[src/rtl/Pipe_Buf_Reg_PKG.sv]
// Shared pipeline/buffer package.
// Holds the data-memory request bundle and the read-owner tag used by the
// data-memory port arbiter.
//   dm_owner_e : which requester owned the read issued last cycle
//   dm_req_t   : one data-memory access (core side, ext side, memory side)
package Pipe_Buf_Reg_PKG;

  localparam int unsigned DM_DATA_W = 32;
  localparam int unsigned DM_ADDR_W = 9;

  typedef enum logic [1:0] {
    OWN_NONE = 2'd0,
    OWN_CORE = 2'd1,
    OWN_EXT  = 2'd2
  } dm_owner_e;

  typedef struct packed {
    logic                 rd;
    logic                 wr;
    logic [DM_ADDR_W-1:0] addr;
    logic [DM_DATA_W-1:0] wdata;
    logic [2:0]           func3;
  } dm_req_t;

endpackage

[src/rtl/dmem_starve_ctr.sv]
// Saturating starvation counter for the external data-memory requester.
//   clk, reset : clock, asynchronous active-low reset
//   clr        : clear counter (has priority over inc)
//   inc        : count one more waiting cycle
//   starve     : counter has reached STARVE_LIMIT
module dmem_starve_ctr #(
  parameter int unsigned STARVE_LIMIT = 8,
  parameter int unsigned CNT_W        = 4
) (
  input  logic clk,
  input  logic reset,
  input  logic clr,
  input  logic inc,
  output logic starve
);

  localparam logic [CNT_W-1:0] LIMIT = CNT_W'(STARVE_LIMIT);

  logic [CNT_W-1:0] cnt;

  assign starve = (cnt >= LIMIT);

  // Holding at LIMIT keeps cnt from ever wrapping.
  always_ff @(posedge clk or negedge reset) begin
    if (!reset) begin
      cnt <= '0;
    end else if (clr) begin
      cnt <= '0;
    end else if (inc && !starve) begin
      cnt <= cnt + CNT_W'(1);
    end
  end

endmodule

[src/rtl/dmem_port_arbiter.sv]
// Data-memory port arbiter between the MEM stage (core) and an external
// loader/debug port (ext). The core has priority; ext takes idle cycles,
// every cycle while halted, and is force-granted (stalling the core for one
// cycle) after waiting STARVE_LIMIT cycles. Read data returns one cycle
// after the access, tagged to the requester that owned it.
//   clk, reset          : clock, asynchronous active-low reset
//   core_*              : MEM-stage access; core_stall freezes the front pipe
//   core_rdata          : load data to MEM/WB (always mem_rdata)
//   halted              : processor halted, ext may use every cycle
//   ext_req/we/addr/... : ext access, held until ext_gnt
//   ext_rvalid/rdata    : ext read return, one cycle after the grant
//   mem_*               : data-memory side
module dmem_port_arbiter
  import Pipe_Buf_Reg_PKG::*;
#(
  parameter int unsigned DATA_W       = 32,
  parameter int unsigned DM_ADDRESS   = 9,
  parameter int unsigned STARVE_LIMIT = 8,
  parameter int unsigned CNT_W        = 4
) (
  input  logic                  clk,
  input  logic                  reset,
  input  logic                  core_rd,
  input  logic                  core_wr,
  input  logic [DM_ADDRESS-1:0] core_addr,
  input  logic [DATA_W-1:0]     core_wdata,
  input  logic [2:0]            core_func3,
  output logic                  core_stall,
  output logic [DATA_W-1:0]     core_rdata,
  input  logic                  halted,
  input  logic                  ext_req,
  input  logic                  ext_we,
  input  logic [DM_ADDRESS-1:0] ext_addr,
  input  logic [DATA_W-1:0]     ext_wdata,
  input  logic [2:0]            ext_func3,
  output logic                  ext_gnt,
  output logic                  ext_rvalid,
  output logic [DATA_W-1:0]     ext_rdata,
  output logic                  mem_rd,
  output logic                  mem_wr,
  output logic [DM_ADDRESS-1:0] mem_addr,
  output logic [DATA_W-1:0]     mem_wdata,
  output logic [2:0]            mem_func3,
  input  logic [DATA_W-1:0]     mem_rdata
);

  // The request bundle is a fixed-width package type.
  if (DATA_W != DM_DATA_W || DM_ADDRESS != DM_ADDR_W) begin : g_bad_width
    $error("dmem_port_arbiter: DATA_W/DM_ADDRESS must match Pipe_Buf_Reg_PKG");
  end
  if ((64'd1 << CNT_W) <= 64'(STARVE_LIMIT)) begin : g_bad_cnt_w
    $error("dmem_port_arbiter: CNT_W too small for STARVE_LIMIT");
  end

  dm_req_t   core_req;
  dm_req_t   ext_side;
  dm_req_t   mem_req;
  dm_owner_e rd_owner;
  logic      core_act;
  logic      starve;

  dmem_starve_ctr #(
    .STARVE_LIMIT(STARVE_LIMIT),
    .CNT_W       (CNT_W)
  ) u_starve (
    .clk   (clk),
    .reset (reset),
    .clr   (ext_gnt | ~ext_req),
    .inc   (ext_req & ~ext_gnt),
    .starve(starve)
  );

  always_comb begin
    core_act = core_rd | core_wr;
    core_req = '{rd: core_rd, wr: core_wr, addr: core_addr,
                 wdata: core_wdata, func3: core_func3};
    ext_side = '{rd: ~ext_we, wr: ext_we, addr: ext_addr,
                 wdata: ext_wdata, func3: ext_func3};

    // Reset also blocks strobes combinationally so nothing reaches memory
    // while reset is held, even with live MEM-stage inputs.
    ext_gnt    = reset & ext_req & (halted | ~core_act | starve);
    core_stall = core_act & ext_gnt;

    mem_req = core_req;
    if (!reset) begin
      mem_req.rd = 1'b0;
      mem_req.wr = 1'b0;
    end
    if (ext_gnt) begin
      mem_req = ext_side;
    end
  end

  assign mem_rd    = mem_req.rd;
  assign mem_wr    = mem_req.wr;
  assign mem_addr  = mem_req.addr;
  assign mem_wdata = mem_req.wdata;
  assign mem_func3 = mem_req.func3;

  always_ff @(posedge clk or negedge reset) begin
    if (!reset) begin
      rd_owner <= OWN_NONE;
    end else if (mem_req.rd) begin
      rd_owner <= ext_gnt ? OWN_EXT : OWN_CORE;
    end else begin
      rd_owner <= OWN_NONE;
    end
  end

  assign ext_rvalid = (rd_owner == OWN_EXT);
  assign ext_rdata  = ext_rvalid ? mem_rdata : '0;
  assign core_rdata = mem_rdata;

endmodule

[config.mk]
export PLATFORM = sky130hd
export DESIGN_NAME = dmem_port_arbiter
export DESIGN_NICKNAME = d
export VERILOG_FILES = /design/src/rtl/Pipe_Buf_Reg_PKG.sv /design/src/rtl/dmem_starve_ctr.sv /design/src/rtl/dmem_port_arbiter.sv
export SDC_FILE = /design/constraint.sdc
export NUM_CORES = 1
export LEC_CHECK = 0
export ABC_AREA = 1
export CORE_MARGIN = 10
export CORE_UTILIZATION = 23
export DETAILED_ROUTE_END_ITERATION = 8
export GPL_TIMING_DRIVEN = 0
export PLACE_DENSITY = 0.82
export SLEW_MARGIN = 10
export SYNTH_ARGS = -nofsm -noshare
export SYNTH_HDL_FRONTEND = slang
export SYNTH_SLANG_ARGS = --single-unit
[constraint.sdc]
create_clock -name clk -period 1.4 [get_ports clk]
set_input_delay 0.35 -clock clk [delete_from_list [all_inputs] [get_ports clk]]
set_output_delay 0.35 -clock clk [all_outputs]
set_load 0.05 [all_outputs]
; Word level (Yosys, flattened, before mapping)
; Cells that the tools add are included.
[totals]
reg_bits = 6
inputBits = 127
out_inout_bits = 113
[op_classes]
add_sub_neg = 1
magnitude_cmp = 1
n_eq_ne = 1
muxes = 7
bitwise = 12
reduce_logical = 3
[ops]
columns = operator, count
row1 = 46-bit 2-to-1 mux, 1
row2 = 32-bit 2-to-1 mux, 1
row3 = 4-bit 2-to-1 mux, 2
row4 = 2-bit 2-to-1 mux, 3
row5 = "4-bit by 1-bit adder with 4-bit output, second input constant", 1
row6 = 1-bit AND, 4
row7 = "4-bit >= comparator, second input constant", 1
row8 = 1-bit inverter, 4
row9 = 1-bit bitwise OR, 4
row10 = "2-bit == test, second input constant", 1
row11 = 2-bit nonzero test, 1
row12 = 1-bit logical AND, 1
row13 = 1-bit zero test, 1

; Longest topological paths before layout
; Gate-level depths: netlist (run 1).
[logic_depth]
depth_word = 10
mapped_depth = 8
ltp_nobuf = 7

; Cells and area by module
; Synthesis (run 1) repeated with hierarchy kept, for this count alone.
[hier_totals]
cells_unflattened = 308
hier_area_um2 = 1639.1
[modules_own_cells]
columns = module, n_inst, cells_per_inst, area_each_um2, seq_area_each_um2
row1 = dmem_port_arbiter, 1, 277, 1403.8, 50.0
row2 = dmem_starve_ctr, 1, 31, 235.2, 100.1

; Worst setup path after synthesis (run 1)
; OpenSTA, ideal clock, no wires.
[synth_path]
path_kind = reg-to-output
from = register rd_owner[0]
to = output ext_rdata[0]
arrival_time_ns = 2.104
slack_ns = -1.054
stages_incl_launch_ff = 5
path_buffers = 1
cell_sequence = dfrtp_1 -> nor2_1 -> inv_1 -> buf_2 -> nor2_1
[synth_between]
elab_chain_cells = 2
[synth_lines]
columns = item, line_no
row1 = from (decl), dmem_port_arbiter.sv:58  ; dm_owner_e rd_owner;
row2 = from (signal assigned), dmem_port_arbiter.sv:105  ; rd_owner <= ext_gnt ? OWN_EXT : OWN_CORE;
row3 = 2-bit == test, dmem_port_arbiter.sv:111  ; assign ext_rvalid = (rd_owner == OWN_EXT);
row4 = net ext_rvalid, dmem_port_arbiter.sv:37  ; output logic ext_rvalid,
row5 = 32-bit 2-to-1 mux, dmem_port_arbiter.sv:112  ; assign ext_rdata = ext_rvalid ? mem_rdata : '0;
row6 = to (decl), dmem_port_arbiter.sv:38  ; output logic [DATA_W-1:0] ext_rdata,
; The timed path passes the listed nets, and every way through them passes these cells.

; Worst setup path in the final report (run 1)
[layout_path]
from = register u_starve.cnt[3]
to = output core_stall
[layout_between]
elab_chain_cells = 4
[layout_lines]
columns = item, line_no
row1 = from (decl), dmem_starve_ctr.sv:19  ; logic [CNT_W-1:0] cnt;
row2 = from (signal assigned), dmem_starve_ctr.sv:30  ; cnt <= cnt + CNT_W'(1);
row3 = 4-bit >= comparator, dmem_starve_ctr.sv:21  ; assign starve = (cnt >= LIMIT);
row4 = 1-bit bitwise OR, dmem_port_arbiter.sv:82  ; ext_gnt = reset & ext_req & (halted | ~core_act | starve);
row5 = 1-bit AND, dmem_port_arbiter.sv:82
row6 = 1-bit AND, dmem_port_arbiter.sv:83  ; core_stall = core_act & ext_gnt;
row7 = to (decl), dmem_port_arbiter.sv:28  ; output logic core_stall,
; Every way passes these cells.

==> flow_summary.yaml, run 1 <==
routing:
  via_per_inst: 4.91
  1st_iter_drt_viols: 97
  route.met3.wl_um: 1710
  highest-signal-layer: "met5"
  vias: 3178
  detail_route.wl_per_cell_um: 23.9
  antenna_violating_nets_post_route: 0
  drt_wl_total_um: 15400
  wirelength_met1_um: 4660
  drc: 0
  dr.pass1.iters: 4
  dr_wl_met2_um: 8460
finish:
  synthToLayoutAreaGrowth_pct: 285
  seqCellArea_um2: 150
  nets_final: 701
  post-route-util: 0.930
  multi_input_comb_area_um2: 1830
  antenna_cells: 0
  layout-drive-gt1-share: 0.612
  fillerInstances: 205
critical_path:
  crit_path_start: "u_starve.cnt[3]$_DFFE_PN0P_"
  regToRegEndpoint: "u_starve.cnt[1]$_DFFE_PN0P_"
  crit_type: "flop to output pin"
  setup.worst_path.end_class: "output pin"
  timing.critical_path.from_type: "flop"
  cp_data_arrival_time_ns: 1.64
  regToRegStartpoint: "u_starve.cnt[3]$_DFFE_PN0P_"
  worst-r2r-cell-count: 8
  cp.required_ns: 1.05
  rrSetupSlack_ns: -0.05
  worst_setup_path_endpoint: "core_stall"
  critical_path.max_fanout: 7
min_path:
  hp-class: "primary input to flop"
  hold_start: "ext_req"
cts:
  cts_inserted_buffers: 3
  clock_sinks: 6
  cts.reportedPaths.clkPinSlew_ns: 0.04
  cts_htree_levels: 1
  clock_tree_from_tritoncts: "built"
  worst_skew_pair.late_latency_ns: 0.23
  clock-root-buffer: "sky130_fd_sc_hd__clkbuf_8"
  clock_tree.buffer_depth: 2
power_and_ir_drop:
  leakagePower_nw: 2.84
  pwr_density_cell_nw_per_um2: 498
  peakVddDrop_uv: 367
timing:
  achievable-frequency_mhz: 502
  min_period_ns: 1.99
  finalClockSkew_ns: 0.00315
  setup_violations_final: 84
  hold_slack_ns: 0.556
  drv_slew: 0
  final_min_period_over_clock_period: 1.42
  postLayoutSetupSlackWorst_ns: -0.590
  timing.final.hold_violations: 0
  rsz_0062_raised_after_global_routing: "true"
  max_slew.worst_pin.slew_ns: 0.281
  timing.max_slew.rel_slack: 0.812
placement:
  portBuffers: 239
  gp_routability_congestion: 0.789
  detailedPlacementHpwl_um: 9480
  place_ws_ns: -1.70
global_route:
  via_count_of_the_first_global_routing_pass: 3174
  grt_overflow_total: 0
  gr_util_all_layers: 0.212
  grt_first_pass_wirelength_um: 17100
  grt_antenna_before_repair: 2
  grt_start_max_net_pins: 11
synthesis:
  syn-num-nets: 428
  yosysUniqueCellTypes: 16
  ys.warnings.count: 0
  ys_seq_elements: 6
  synth_area_um2: 1560
  yosysSeqAreaShare: 0.0962
  syn_avg_cell_area_um2: 5.22
  syn-instance-count: 299
die:
  die_height_um: 102
  die_area_um2: 10500
  num_io_pins: 240
  starting_utilization_of_the_core_area: 0.242
  die_w_um: 102
  core_region_area_um2: 6460
  number_of_cell_rows: 29
job:
  maxCapViolCount: 0
run_status:
  failed_checks: "negative setup slack"
  status: "finished with violations"
-- cells by family after synthesis --
group,count (synthesis),share of synthesized area
adders and majority gates,2,0.0160
AOI/OAI and AO/OA,1,0.00481
and+or+nand+nor,191,0.524
xor gates and xnor gates,1,0.00561
buffers and inverters,98,0.354
DFF,6,0.0962
-- area by class of cell --
| class | count | area share |
|---|---|---|
| timing repair buffer | 268 | 0.533 |
| multi-input combinational | 195 | 0.304 |
| buffer | 50 | 0.0835 |
| inverter | 48 | 0.0321 |
| sequential | 6 | 0.0250 |
| tap | 77 | 0.0160 |
| clock buffer | 3 | 0.00687 |
-- worst min-delay path by stage --
stage,depth (start not counted),end
3_3_place_gp,2,u_starve.cnt[0]$_DFFE_PN0P_
4_1_cts,5,rd_owner[0]$_DFF_PN0_
6_report,3,u_starve.cnt[2]$_DFFE_PN0P_
5_1_grt,3,u_starve.cnt[3]$_DFFE_PN0P_
2_1_floorplan,0,rd_owner[0]$_DFF_PN0_
3_5_place_dp,4,u_starve.cnt[2]$_DFFE_PN0P_
-- worst max-delay path: stages (launching register included) --
cell	delay (ns)
sky130_fd_sc_hd__dfrtp_1	0.42
sky130_fd_sc_hd__nor2_2	0.15
sky130_fd_sc_hd__nand2_2	0.11
sky130_fd_sc_hd__nand2_4	0.10
sky130_fd_sc_hd__buf_12	0.16
sky130_fd_sc_hd__clkinvlp_4	0.10
sky130_fd_sc_hd__nand2_2	0.10
sky130_fd_sc_hd__clkinvlp_4	0.09
sky130_fd_sc_hd__buf_6	0.15
-- synthesized netlist by cell type, drive strengths merged --
library cell	number	area [um2]
ha	2	25.0
o21a	1	7.51
nand3b	2	15.0
xor2	1	8.76
inv	48	180
dfrtp	6	150
nand2	105	427
buf	50	372
nor2	38	145
nand3	46	230
-- per-layer routing --
layer,track usage,up-vias
met2,0.428,224
met5,0,-
met3,0.0985,50
met4,0.0672,4
li1,-,1401
met1,0.177,1499
-- per-stage QoR --
| stage | power, mW | setup TNS (ns) | instance area [um2] | cells |
|---|---|---|---|---|
| after floorplan | 1.40 | -8.52 | 2310 | 299 |
| after global placement | 2.19 | -123.39 | 4790 | 615 |
| after detailed placement | 2.21 | -125.66 | 4790 | 615 |
| after CTS | 2.77 | -27.04 | 5530 | 634 |
| after global routing | 3.08 | -39.59 | 6010 | 647 |
| final | 2.99 | -36.35 | 6010 | 647 |
-- cells in the final DEF (no fill, tap or decap), types with 2 or more instances in the layout --
master,count
sky130_fd_sc_hd__buf_8,95
sky130_fd_sc_hd__clkdlybuf4s50_1,89
sky130_fd_sc_hd__nand2_4,58
sky130_fd_sc_hd__buf_4,42
sky130_fd_sc_hd__inv_1,41
sky130_fd_sc_hd__buf_6,37
sky130_fd_sc_hd__dlygate4sd2_1,35
sky130_fd_sc_hd__nor2_4,33
sky130_fd_sc_hd__nand3_2,25
sky130_fd_sc_hd__nand2_2,21
sky130_fd_sc_hd__nand2_1,19
sky130_fd_sc_hd__nand3_1,19
sky130_fd_sc_hd__buf_12,10
sky130_fd_sc_hd__nand2_8,7
sky130_fd_sc_hd__dfrtp_1,6
sky130_fd_sc_hd__inv_2,4
sky130_fd_sc_hd__nor2_1,4
sky130_fd_sc_hd__buf_2,4
sky130_fd_sc_hd__clkbuf_8,3
sky130_fd_sc_hd__buf_16,3
sky130_fd_sc_hd__clkinvlp_4,2
sky130_fd_sc_hd__nand3b_1,2
sky130_fd_sc_hd__nand3_4,2
sky130_fd_sc_hd__ha_1,2
-- state kept, by name, indices dropped and copies added, names as in the netlist --
register / cells
rd_owner: 2
u_starve.cnt: 4
-- repair_timing --
item	CTS	global route
cloned	4	1
buffers inserted	11	12
setup endpoints to repair	119	85
hold buffers	1	0
resized for setup	951	89
hold endpoints to repair	6	0
pin swaps	5	12
-- power breakdown --
part	total (mW)	leakage (nW)	internal [mW]	switching (mW)
Sequential	0.192	0.0806	0.184	0.00855
Clock	0.276	0.0216	0.186	0.0896
Combinational	2.52	2.74	1.13	1.39
Note: power is estimated with default switching activity, not from simulation.
==> run 2: changes to the inputs <==
--- a/config.mk
+++ b/config.mk
@@ -8,6 +8,7 @@
 export ABC_AREA = 1
 export CORE_MARGIN = 10
 export CORE_UTILIZATION = 23
+export CTS_CLUSTER_SIZE = 30
 export DETAILED_ROUTE_END_ITERATION = 8
 export GPL_TIMING_DRIVEN = 0
 export PLACE_DENSITY = 0.82
==> results of run 2 <==
The final DEF is identical to that of run 1; final timing and power are the same.
